**config.mk**
```make
export PLATFORM = sky130hd
export DESIGN_NAME = scan_reg_bank
export DESIGN_NICKNAME = d
export VERILOG_FILES = /design/src/rtl/scan_reg_bank.sv
export SDC_FILE = /design/constraint.sdc
export NUM_CORES = 1
export LEC_CHECK = 0
export CORE_UTILIZATION = 39
export DETAILED_ROUTE_END_ITERATION = 16
export PLACE_DENSITY = 0.88
export SYNTH_ARGS = -nofsm -noshare
export SYNTH_HDL_FRONTEND = slang
export SYNTH_SLANG_ARGS = --single-unit
```
**constraint.sdc**
```tcl
create_clock -name sys_clk -period 1.3 [get_ports sys_clk]
set_input_delay 0.195 -clock sys_clk [delete_from_list [all_inputs] [get_ports sys_clk]]
set_output_delay 0.195 -clock sys_clk [all_outputs]
set_load 0.05 [all_outputs]
```
**src/rtl/scan_reg_bank.sv**
```systemverilog
// Scannable parallel-load register bank with a cp-strobed update, serial scan
// chain, and a scan_full pulse once every WIDTH consecutive shifts complete.
module scan_reg_bank #(
  parameter int unsigned WIDTH = 8,
  parameter int unsigned EDGE  = 1
) (
  input  logic             sys_clk,
  input  logic             cd,
  input  logic             cp,
  input  logic [WIDTH-1:0] d,
  input  logic             te,
  input  logic             ti,
  output logic [WIDTH-1:0] q,
  output logic [WIDTH-1:0] qn,
  output logic             so,
  output logic             scan_full
);

  localparam int unsigned CW = $clog2(WIDTH);
  localparam logic [CW-1:0] LAST_CNT = CW'(WIDTH - 1);

  logic [WIDTH-1:0] q_q, q_d;
  logic [CW-1:0]    shcnt_q, shcnt_d;
  logic             full_q, full_d;
  logic             cp_prev_q;
  logic             upd_c;

  // cp_prev resets high so a cp already high at reset release is not an edge
  assign upd_c = (EDGE != 0) ? (cp & ~cp_prev_q) : cp;

  always_comb begin
    q_d     = q_q;
    shcnt_d = shcnt_q;
    full_d  = 1'b0;
    if (upd_c) begin
      if (te) begin
        q_d = {q_q[WIDTH-2:0], ti};
        if (shcnt_q == LAST_CNT) begin
          shcnt_d = '0;
          full_d  = 1'b1;
        end else begin
          shcnt_d = CW'(shcnt_q + 1'b1);
        end
      end else begin
        q_d     = d;
        shcnt_d = '0;
      end
    end
  end

  always_ff @(posedge sys_clk or negedge cd) begin
    if (!cd) begin
      q_q       <= '0;
      shcnt_q   <= '0;
      full_q    <= 1'b0;
      cp_prev_q <= 1'b1;
    end else begin
      q_q       <= q_d;
      shcnt_q   <= shcnt_d;
      full_q    <= full_d;
      cp_prev_q <= cp;
    end
  end

  assign q         = q_q;
  assign qn        = ~q_q;
  assign so        = q_q[WIDTH-1];
  assign scan_full = full_q;

endmodule

```
==> results of run 1 <==
-- layer usage --
layer  wire length, um  share of wire [%]  vias to the layer above  global-route usage, %
met2               773                 49                       22                   31.5
met5                 0                  0                        -                      0
met4                46                2.9                        0                   13.1
li1                  -                  -                      242                      -
met3                81                5.2                        6                   4.68
met1               664                 42                      246                   21.7
-- per-stage QoR --
| step | utilization [%] | setup slack (ps) | total power, mW |
|---|---|---|---|
| after CTS | 78.5 | 15.8 | 2.23 |
| after global placement | 76.4 | 52.2 | 1.93 |
| after floorplan | - | 43.1 | 1.22 |
| final | 78.8 | 41.7 | 2.22 |
| after detailed placement | 76.4 | -0.351 | 1.95 |
| after global routing | 78.8 | 5.62 | 2.29 |
-- final cells by class --
type                       count  area, um^2  area share (%)
timing repair buffer          34         536            44.1
inverter                      11        41.3            3.40
sequential                    13         327            26.9
multi-input combinational     27         265            21.8
clock buffer                   4        26.3            2.16
tap                           16        20.0            1.65
-- final timing paths --
| path | from | to | cells past startpoint |
|---|---|---|---|
| min in group sys_clk | cp | cp_prev_q$_DFF_PN1_ | 2 |
| hold / removal | cd | scan_full$_DFF_PN0_ | 1 |
| max in group asynchronous | cd | shcnt_q[2]$_DFFE_PN0P_ | 2 |
| setup / recovery | shcnt_q[0]$_DFFE_PN0P_ | shcnt_q[0]$_DFFE_PN0P_ | 4 |
| hold reg to reg | shcnt_q[2]$_DFFE_PN0P_ | shcnt_q[2]$_DFFE_PN0P_ | 2 |
| setup reg to reg | shcnt_q[0]$_DFFE_PN0P_ | shcnt_q[0]$_DFFE_PN0P_ | 4 |
-- critical path: cells and delay by family (launching register included) --
kind,cells,cell delay (ps)
AO/OA/AOI/OAI,1,140
adder cells (fa/ha/maj),2,380
flip-flops,1,410
AND/OR/NAND/NOR,1,250
-- cells in the mapped netlist (all sizes together) --
| cell | number | share of area, % |
|---|---|---|
| nand2 | 2 | 1.2 |
| buf | 3 | 4.6 |
| dfrtp | 12 | 46 |
| nor2b | 1 | 2.1 |
| inv | 11 | 6.3 |
| nand3b | 1 | 1.2 |
| and3 | 1 | 1.2 |
| or2 | 1 | 0.96 |
| mux2i | 18 | 28 |
| ha | 2 | 3.8 |
| dfstp | 1 | 4.0 |
| o22ai | 1 | 0.96 |
-- timing repair --
action	in CTS	in global routing
setup buffers	0	0
pin swaps	0	1
endpoints found under the setup margin	1	1
cloned	0	0
gates resized for setup	1	2
-- logic make-up (layout without fill, tap and decap cells) --
group / after synthesis / count (layout) / synth area share (%)
mux: 18 / 18 / 27.6
buf+inv: 14 / 49 / 10.9
flops: 13 / 13 / 50.1
simple gates: 6 / 6 / 6.53
fa+ha+maj: 2 / 2 / 3.84
compound gates: 1 / 1 / 0.960
-- power breakdown --
group          leakage, nW  internal (mW)  total [mW]  switching, mW
combinational        0.422          0.648        1.35          0.703
sequential           0.156          0.491       0.606          0.114
clock               0.0150          0.119       0.261          0.142
total                0.593           1.26        2.22          0.958
-- sequential cells by signal (all words and copies together) (netlist names) --
register and count:
scan_full 1, shcnt_q 3, cp_prev_q 1, q 8
==> metrics.txt, run 1 <==
outcome complete, no violations; dpl cell area 1180 um^2; Setup Crit Path Kind flip-flop to flip-flop; Setup crit start kind flip-flop; later-pin clock latency in the skew report 280 ps; flop2flop setup slack 40 ps; most common cell after layout, fill and taps aside buf_12; GRT Total Usage between 15 and 20%; fin nets roughly 110; Die H 42.9 um; Tmin final around 1300 ps; WHS 156 ps; TritonCTS clock tree built; pin count of the biggest net entering global routing 13; Syn-to-layout area delta 86.4%; Antenna Nets Post-Route 0; Final setup viols 0; CTS Buffer Depth 2; crit end category flip-flop; Vias per Instance 4.91; Synth Instances 54; Worst-path clk slew around 80 ps; Post-Syn Nets slightly below 70; initial core utilization 42.3%; Residual DRC 0; Crit Path Max Fanout 3; Post-Route Skew 2.38 ps; first-pass GRT wire length around 2500 um; VDD IR max 1320 uV; Mapped Area 652 um^2; grt ovf 0; Critical Path RT roughly 1500 ps; area of the core 1540 um^2; cell area after layout 1210 um^2; Worst-Margin Slew ~300 ps; FF+latch count, synth 13; die area 1840 um^2; initial antenna violation count 0; Syn Area/Cell 12.1 um^2; Post-CTS Hold Buffers 0; root buffer cell clkbuf_4; WP data arrival around 1500 ps; fillcell total 100; DR WL/cell 14.9 um; RSZ-0062 raised after global routing no; Hold Crit Class input port to async pin; leak pwr 0.593 nW; GP Congestion 0.699; I/O Pins 31; most frequent cells in the layout 20 x buf_12, 18 x mux2i_1, 12 x clkdlybuf4s50_1, 12 x dfrtp_1, 11 x inv_1; Achievable Freq 795 MHz; FP Rows 14; final hold vios 0; Rel. slew slack between 80 and 90%; Max Cap Viol 0; Setup TNS 0 ps; Final Max Tran Viols 0; post-synth cell types 13; H-Tree Depth 1; layout cells sized above 1 34.8%; Final Routed Wirelength between 1500 and 2000 um; via count ~520; Num CTS Buffers 3; Clock Sinks 13; worst path cell trace ha_2, ha_1, or2_4, o22ai_2; Placed Cells 101; register area share after synthesis 50.1%; critical path's largest stage delay between 400 and 500 ps; fin crit share 96.8%; vias in the first global route 565; post-DP HPWL 1180 um; DIE WIDTH 42.9 um; I/O Buffers 30; Slowest-stage cell, CP dfrtp_1; power density over the cells ~1800 nW/um^2; Iteration-0 DRC Markers 3; non-filler cells, final 105; Ant. Diodes 0; DRT Pass-1 Iters 3; YS warnings 0
Note: power is estimated with default switching activity, not from simulation.
==> inputs of run 2 (changes only) <==
--- a/config.mk
+++ b/config.mk
@@ -7,7 +7,10 @@
 export LEC_CHECK = 0
 export CORE_UTILIZATION = 39
 export DETAILED_ROUTE_END_ITERATION = 16
+export GPL_ROUTABILITY_DRIVEN = 0
+export GPL_TIMING_DRIVEN = 0
 export PLACE_DENSITY = 0.88
 export SYNTH_ARGS = -nofsm -noshare
 export SYNTH_HDL_FRONTEND = slang
 export SYNTH_SLANG_ARGS = --single-unit
+export TNS_END_PERCENT = 10
==> run 2 against run 1 <==
Effect of this change: worst hold slack improved by 130 ps; utilization decreased by 16 points; maximum frequency increased by 0.70%; sequential power decreased by 7.8%; clock skew increased by 1.2 ps; critical path type unchanged.
==> metrics.txt, run 2 (synthesis results as in run 1) <==
most common cell after layout, fill and taps aside mux2i_1; Post-Route Skew 3.55 ps (+1.17 ps); later-pin clock latency in the skew report 280 ps (about the same); initial antenna violation count 0 (unchanged); fin util 62.7% (-16 points); Setup Crit Path Kind flip-flop to flip-flop; Max Cap Viol 0 (unchanged); DIE WIDTH 42.9 um (unchanged); pin count of the biggest net entering global routing 14 (+1); fin nets 104 (-0.95%); Setup crit start kind flip-flop; RSZ-0062 raised after global routing no; Worst-path clk slew 80 ps (about the same); die area 1840 um^2 (unchanged); Achievable Freq 800 MHz (+0.70%); Antenna Nets Post-Route 0 (unchanged); Post-Route M1 WL 584 um (-12%); setup bufs post-CTS 0 (unchanged); Top Layer Used met4; Worst-Margin Slew 593 ps (+296 ps); H-Tree Depth 1 (unchanged); CP bufs+invs 0 (unchanged); DR WL/cell 12.7 um (-15%); fin crit share 96.1% (-0.67 points); cell area after layout 967 um^2 (-20%); Num CTS Buffers 3 (unchanged); top cell family by delay on the critical path flip-flops; met3 routed WL 88 um (+8.6%); FP Rows 14 (unchanged); Placed Cells 100 (-0.99%); Clock Sinks 13 (unchanged); first-pass GRT wire length 2220 um (-11%); Hold Crit Class input port to async pin; most frequent cells in the layout 18 x mux2i_1, 12 x clkdlybuf4s50_1, 12 x dfrtp_1, 11 x inv_1; leak pwr 0.496 nW (-16%); Die H 42.9 um (unchanged); CTS Buffer Depth 2 (unchanged); Iteration-0 DRC Markers 5 (+2); Critical Path RT 1510 ps (about the same); Tmin final 1250 ps (-8.77 ps); met2 routed WL 629 um (-19%); power density over the cells 1800 nW/um^2 (-1.3%); Final setup viols 0 (unchanged); I/O Buffers 30 (unchanged); Final Routed Wirelength 1320 um (-16%); via count 499 (-3.3%); WHS 285 ps (+129 ps); initial core utilization 42.3% (unchanged); vias in the first global route 508 (-10%); layout cells sized above 1 33.0% (-1.9 points); max reg flops 8 (unchanged); DRT Pass-1 Iters 2 (-1); root buffer cell clkbuf_4; outcome complete, no violations; I/O Pins 31 (unchanged); Syn-to-layout area delta 48.4%; final hold vios 0 (unchanged); critical path's largest stage delay 410 ps (about the same); post-DP HPWL 944 um (-20%); VDD IR max 1180 uV (-11%); dpl cell area 972 um^2 (-17%); Final Max Tran Viols 0 (unchanged); GRT Total Usage 16.9% (-2.3 points); crit end category flip-flop; TritonCTS clock tree built; Rel. slew slack 60.4% (-20 points); Vias per Instance 4.80 (-2.4%); Setup TNS 0 ps (unchanged); worst path cell trace ha_1, ha_1, or2_2, o22ai_2; Ant. Diodes 0 (unchanged); non-filler cells, final 104 (-0.95%); Most common cell on crit path ha_1; Crit Path Max Fanout 3 (unchanged); area of the core 1540 um^2 (unchanged); grt ovf 0 (unchanged); WP data arrival 1460 ps (about the same); Slowest-stage cell, CP dfrtp_1; Residual DRC 0 (unchanged)
-- run 2: cell types whose count changed in the layout (fill, tap and decap cells not counted) --
cell and delta:
buf_2 +8, ha_2 -1, buf_12 -20, clkdlybuf4s15_2 +8, ha_1 +1, buf_6 +2
clkbuf_2 +1, or2_4 -1, or2_2 +1
-- run 2: report_power, final --
group / internal (mW) / total [mW] / leakage (nW) / switching, mW
clock network: 0.119 / 0.257 / 0.0150 / 0.137
logic: 0.274 / 0.926 / 0.325 / 0.652
registers: 0.492 / 0.559 / 0.156 / 0.0672
total: 0.885 / 1.74 / 0.496 / 0.857
-- run 2: metrics by stage --
| stage | setup WS [ps] | total power, mW |
|---|---|---|
| floorplan | 43.1 | 1.22 |
| global placement | -143 | 1.56 |
| detailed placement | -148 | 1.57 |
| CTS | 6.30 | 1.75 |
| global route | 5.08 | 1.83 |
| finish | 50.4 | 1.74 |
-- run 2: repair_timing --
| action | CTS | global route |
|---|---|---|
| hold buffers | 0 | 0 |
| endpoints found under the setup margin | 18 | 2 |
| gates resized for setup | 70 | 2 |
-- run 2: path summary, 6_finish.rpt --
| check | to | start | slack, ps | cells past startpoint |
|---|---|---|---|---|
| max | shcnt_q[0]$_DFFE_PN0P_ | shcnt_q[0]$_DFFE_PN0P_ | 50 | 4 |
| min | q[3]$_DFFE_PN0P_ | cd | 280 | 1 |
| max reg2reg | shcnt_q[0]$_DFFE_PN0P_ | shcnt_q[0]$_DFFE_PN0P_ | 50 | 4 |
| min reg2reg | shcnt_q[1]$_DFFE_PN0P_ | shcnt_q[1]$_DFFE_PN0P_ | 530 | 2 |
| max in group asynchronous | scan_full$_DFF_PN0_ | cd | 630 | 1 |
| min in group sys_clk | cp_prev_q$_DFF_PN1_ | cp | 380 | 1 |
-- run 2: area by class of cell --
type | count | area, um^2
clock buffers | 4 | 26.3
flip-flops and latches | 13 | 327
well taps | 16 | 20.0
fillers | 136 | 574
inverters | 11 | 41.3
repair buffers | 30 | 263
plain buffers | 3 | 30.0
multi-input cells | 27 | 260
-- run 2: per-layer routing --
layer	up-vias	GRT usage, %
li1	242	-
met1	233	19.1
met2	21	27.9
met3	3	5.53
met4	0	9.38
met5	-	0
